File: src/rtl/o_ddr_gearbox.sv
// ============================================================================
// o_ddr_gearbox : parallel word to DDR pair gearbox feeding an O_DDR primitive
// Rev 1.0
// ============================================================================
`default_nettype none

module o_ddr_gearbox #(
   parameter int   WIDTH      = 8,
   parameter bit   MSB_FIRST  = 1'b0,
   parameter logic IDLE_LEVEL = 1'b0
) (
   input  logic             C,
   input  logic             R,
   input  logic [WIDTH-1:0] D_IN,
   input  logic             VALID,
   output logic             READY,
   output logic [1:0]       DQ,
   output logic             ACTIVE,
   output logic             WORD_START,
   output logic             UNDERRUN
);

   localparam int N  = WIDTH / 2;
   localparam int CW = $clog2(N + 1);
   localparam logic [CW-1:0] N_CNT   = CW'(N);
   localparam logic [CW-1:0] ONE_CNT = CW'(1);

   logic [WIDTH-1:0] hold_q, hold_d;
   logic             hold_full_q, hold_full_d;
   logic [WIDTH-1:0] shift_q, shift_d;
   logic [CW-1:0]    cnt_q, cnt_d;
   logic [1:0]       dq_q, dq_d;
   logic             active_q, active_d;
   logic             word_start_q, word_start_d;
   logic             underrun_q, underrun_d;

   logic [1:0]       w_pair;
   logic [WIDTH-1:0] w_shifted;
   logic             w_ready;

   assign w_ready = !hold_full_q && !R;

   // Pair bit order is {falling, rising}; MSB-first sends the top bit on the rising edge.
   assign w_pair    = MSB_FIRST ? {shift_q[WIDTH-2], shift_q[WIDTH-1]} : shift_q[1:0];
   assign w_shifted = MSB_FIRST ? (shift_q << 2) : (shift_q >> 2);

   always_comb begin
      hold_d       = hold_q;
      hold_full_d  = hold_full_q;
      shift_d      = shift_q;
      cnt_d        = cnt_q;
      dq_d         = {2{IDLE_LEVEL}};
      active_d     = 1'b0;
      word_start_d = 1'b0;
      underrun_d   = (cnt_q == '0) && active_q;

      if (cnt_q != '0) begin
         dq_d         = w_pair;
         active_d     = 1'b1;
         word_start_d = (cnt_q == N_CNT);
         shift_d      = w_shifted;
         cnt_d        = cnt_q - ONE_CNT;
      end

      // Reloading on the last pair keeps the output stream gapless.
      if ((cnt_q <= ONE_CNT) && hold_full_q) begin
         shift_d     = hold_q;
         cnt_d       = N_CNT;
         hold_full_d = 1'b0;
      end

      if (VALID && w_ready) begin
         hold_d      = D_IN;
         hold_full_d = 1'b1;
      end
   end

   always_ff @(posedge C or posedge R) begin
      if (R) begin
         hold_q       <= '0;
         hold_full_q  <= 1'b0;
         shift_q      <= '0;
         cnt_q        <= '0;
         dq_q         <= {2{IDLE_LEVEL}};
         active_q     <= 1'b0;
         word_start_q <= 1'b0;
         underrun_q   <= 1'b0;
      end else begin
         hold_q       <= hold_d;
         hold_full_q  <= hold_full_d;
         shift_q      <= shift_d;
         cnt_q        <= cnt_d;
         dq_q         <= dq_d;
         active_q     <= active_d;
         word_start_q <= word_start_d;
         underrun_q   <= underrun_d;
      end
   end

   assign READY      = w_ready;
   assign DQ         = dq_q;
   assign ACTIVE     = active_q;
   assign WORD_START = word_start_q;
   assign UNDERRUN   = underrun_q;

endmodule

`default_nettype wire

File: config.mk
export PLATFORM = sky130hd
export DESIGN_NAME = o_ddr_gearbox
export DESIGN_NICKNAME = d
export VERILOG_FILES = /design/src/rtl/o_ddr_gearbox.sv
export SDC_FILE = /design/constraint.sdc
export NUM_CORES = 1
export LEC_CHECK = 0
export ABC_CLOCK_PERIOD_IN_PS = 1570
export CORE_AREA = 8 8 69 86
export CTS_BUF_LIST = sky130_fd_sc_hd__clkbuf_2
export DETAILED_ROUTE_END_ITERATION = 8
export DIE_AREA = 0 0 77 94
export SLEW_MARGIN = 10
export SYNTH_ARGS = -nofsm -noshare
export SYNTH_HDL_FRONTEND = slang
export SYNTH_SLANG_ARGS = --single-unit
File: constraint.sdc
create_clock -name C -period 1.57 [get_ports C]
set_input_delay 0.3925 -clock C [delete_from_list [all_inputs] [get_ports C]]
set_output_delay 0.3925 -clock C [all_outputs]
set_load 0.005 [all_outputs]
* After elaboration in Yosys (flattened, before gate mapping)
Cells that the tools add are included.
** Operators by class
- $add $sub $neg :: 1
- Magnitude comparators :: 1
- Equality and inequality tests :: 1
- Multiplexer cells :: 9
- Reduce and logical (&&, ||, !) cells :: 10
** Operator list (count)
- 8-bit two-way mux :: 2
- 3-bit two-way mux :: 2
- 1-bit logical AND :: 4
- 1-bit two-way mux :: 4
- 2-bit nonzero test :: 2
- 3-bit == test, second input constant :: 1
- 3-bit by 1-bit <= comparator with 1-bit output, second input constant :: 1
- 3-bit zero test :: 1
- 3-bit nonzero test :: 1
- 3-bit by 1-bit subtractor with 3-bit output, second input constant :: 1
- 1-bit zero test :: 2
- 2-bit two-way mux :: 1
** Storage, ports and cells
- Flip-flop bits (word level) :: 25
- Input bits :: 11
- Output and inout port bits :: 6

* Depth between registers and ports, before layout
- Word-level depth :: 4
- Depth in mapped cells :: 7

* Worst setup path after synthesis
No wires, ideal clock.
- Path type :: reg2reg
- Start :: reg cnt_q[0]
- End :: reg shift_q[0]
- Library setup time :: 125 ps
- Arrival time :: 1524 ps
- Required time :: 1445 ps
- Path slack :: -79 ps
- Cell stages (with the launch flop) :: 8
- Path buffers :: 2
- Cells stage by stage :: dfrtp_1 > inv_1 > ha_1 > nand2b_4 > buf_6 > buf_8 > mux2_4 > mux2_4
** On the way
- Word-level cells in the longest chain between the ends :: 3
- Elaborated cells on any way between the ends :: 5
- Classes of those cells :: 1 x order compare; 1 x mux; 3 x reduce/logical
** RTL lines
- start: declaration :: RTL line 31 : logic [CW-1:0] cnt_q, cnt_d;
- start signal: assignment :: RTL line 92 : cnt_q <= cnt_d;
- 3-bit by 1-bit <= comparator with 1-bit output :: RTL line 66 : if ((cnt_q <= ONE_CNT) && hold_full_q) begin
- 1-bit logical AND :: RTL line 66
- 8-bit two-way mux / 2-bit nonzero test (equally long branches)
- end signal: assignment :: RTL line 91 : shift_q <= shift_d;
- end: declaration :: RTL line 30 : logic [WIDTH-1:0] shift_q, shift_d;
Parallel ways exist; a longest one is shown, timed or not.
A chain may end at the register's enable or synchronous reset.

* Final worst setup path
- Start :: reg cnt_q[1]
- End :: reg shift_q[0]
Same word-level chain as after synthesis.

==> metrics.yaml <==
path_clk_slew_ps: 230
critPathKind: "flop to flop"
syn_area_per_cell_um2: 13.8
grt_overflow: 0
final.setup_skew_ps: 1.42
cts.sinks: 25
numCtsBuffers: 3
syn_to_final_growth_pct: 28.4
dp_slack_ps: -275
fillers: 486
setup_tns_ps: 0
row_count: 28
drc: 0
min_path_type: "primary input to async pin"
finalHoldViolations: 0
vias_per_cell: 3.98
cap_violations: 0
diodes: 0
final_cell_mix: "dfrtp_1, mux2_2, clkdlybuf4s50_1"
ys_ff_latch: 25
p_leak_nw: 0.677
synth_seq_area_share_pct: 56.6
drv_slew: 0
crit_path_max_fanout: 7
fp.dieW_um: 77
cts_max_level: 1
drtPass1Iterations: 4
synth_cells: 80
end_kind: "flop"
fp.coreArea_um2: 4620
setup_slack_ps: 43.3
floorplan.initialDensity_pct: 23.9
finalSetupViolCount: 0
via_count: 656
root_buffer: "clkbuf_2"
detail-route-antenna-nets: 0
ir_drop_v: 0.000505
wl_per_cell_um: 11.3
antenna_found_initial: 0
place_congestion: 0.702
period_share_pct: 97.2
clk_latency_ps: 340
final_common_cell: "dfrtp_1"
hold_buffers: 0
worst_pin_slew_ps: 316
dieArea_um2: 7240
first_iter_violations: 14
required_ps: 1830
worst_setup_path_start_kind: "flop"
maxSlewHeadroom_pct: 78.9
track_usage_pct: 5.30
drive_gt1_share_pct: 40.0
grt_pass1_wl_mm: 3.10
fmax_ghz: 0.655
rr_worst_depth: 6
p_total_mw: 2.41
cts_tree: "yes"
timing.rr.start: "cnt_q[1]"
r2r_end: "shift_q[0]"
yosys.cell_types.count: 19
grt_max_degree: 26
grt_pass1_vias: 716
wl_mm: 1.86
dpl_cell_area_um2: 1360
yosysWarnings: 0
nets: 120
post-route-util_pct: 30.7
pwr_density_cell_nw_per_um2: 1700
fin_crit_ps: 1530
io_buffers: 16
final_cell_area_um2: 1420
fp.dieH_um: 94
syn-num-nets: 94
rrSetupSlack_ps: 40
status: "completed"
worstSetupEndpoint: "shift_q[0]"
cp.arrival_ps: 1790
post-dp-hpwl_mm: 1.35
clockBufferDepth: 2
syn_area_um2: 1110
crit_start: "cnt_q[1]"
io_pins: 17
==> repair_timing <==
action                     CTS  global route
buffers inserted             1             3
resized for setup            7             5
pin swaps                    0             1
gates cloned                 0             1
setup endpoints to repair    6             9
==> metrics by stage <==
| stage | std cells | hold WS, ps |
|---|---|---|
| global route | 165 | 409 |
| CTS | 161 | 391 |
| detailed placement | 156 | 466 |
| finish | 165 | 403 |
| floorplan | 80 | 420 |
| global placement | 156 | 469 |
==> worst min-delay path by stage <==
stage                endpoint  slack (ps)  cells after the start
CTS                 hold_q[3]         390                      3
finish               cnt_q[2]         400                      3
detailed placement      DQ[1]         470                      1
global placement        DQ[1]         470                      1
floorplan              ACTIVE         420                      1
global route        hold_q[2]         410                      3
==> worst max-delay path: stages, from the launching register on <==
cell and delay, ps:
dfrtp_1 440, inv_2 100, ha_2 170, o21bai_1 120
nand3b_1 160, buf_6 170, mux2_4 290
==> per-layer routing <==
layer / up-vias / GRT usage (%) / wire length (um)
li1: 314 / - / -
met1: 328 / 5.19 / 766
met2: 11 / 9.94 / 1010
met3: 3 / 1.44 / 65
met4: 0 / 2.84 / 19
met5: - / 0 / 0
==> area by class of cell <==
| type | instances | area [um2] | area share, % |
|---|---|---|---|
| clock inverters | 1 | 5.00 | 0.352 |
| flip-flops and latches | 25 | 626 | 44.1 |
| multi-input cells | 46 | 448 | 31.5 |
| well taps | 60 | 75.1 | 5.29 |
| clock buffers | 3 | 15.0 | 1.06 |
| inverters | 6 | 22.5 | 1.59 |
| repair buffers | 24 | 229 | 16.1 |
==> cells by family (layout without fill, tap and decap cells) <==
| family | count (synthesis) | in the layout | synth area share (%) |
|---|---|---|---|
| adders and majority gates | 3 | 3 | 3.39 |
| DFF | 25 | 25 | 56.6 |
| AOI/OAI and AO/OA | 3 | 3 | 2.26 |
| xor gates and xnor gates | 1 | 1 | 0.792 |
| and+or+nand+nor | 15 | 16 | 7.69 |
| buffers and inverters | 10 | 34 | 5.32 |
| muxes | 23 | 23 | 24.0 |
==> report_power, final <==
group	internal [mW]	switching [mW]	total, mW
sequential	0.932	0.149	1.08
combinational	0.677	0.402	1.08
clock	0.0578	0.190	0.248
==> cells in the mapped netlist <==
cell type,instances,area share [%]
buf_8,1,1.4
xnor2_1,1,0.79
and2_1,5,2.8
nand2b_1,1,0.57
nor2_1,5,1.7
nand3b_1,1,0.68
buf_2,2,0.91
ha_1,3,3.4
inv_1,6,2.0
dfrtp_1,25,57
mux2_4,2,2.7
a21o_1,1,0.68
mux2i_1,1,0.91
nand2b_4,1,1.2
o211a_1,1,0.91
nand2_1,2,0.68
mux2_2,20,20
o21bai_1,1,0.68
buf_6,1,1.0
==> sequential cells by signal, indices dropped and copies added (netlist names) <==
name / flops
hold_q: 8
WORD_START: 1
UNDERRUN: 1
cnt_q: 3
shift_q: 8
hold_full_q: 1
ACTIVE: 1
DQ: 2
No activity file was read; power rests on OpenSTA's default activity.
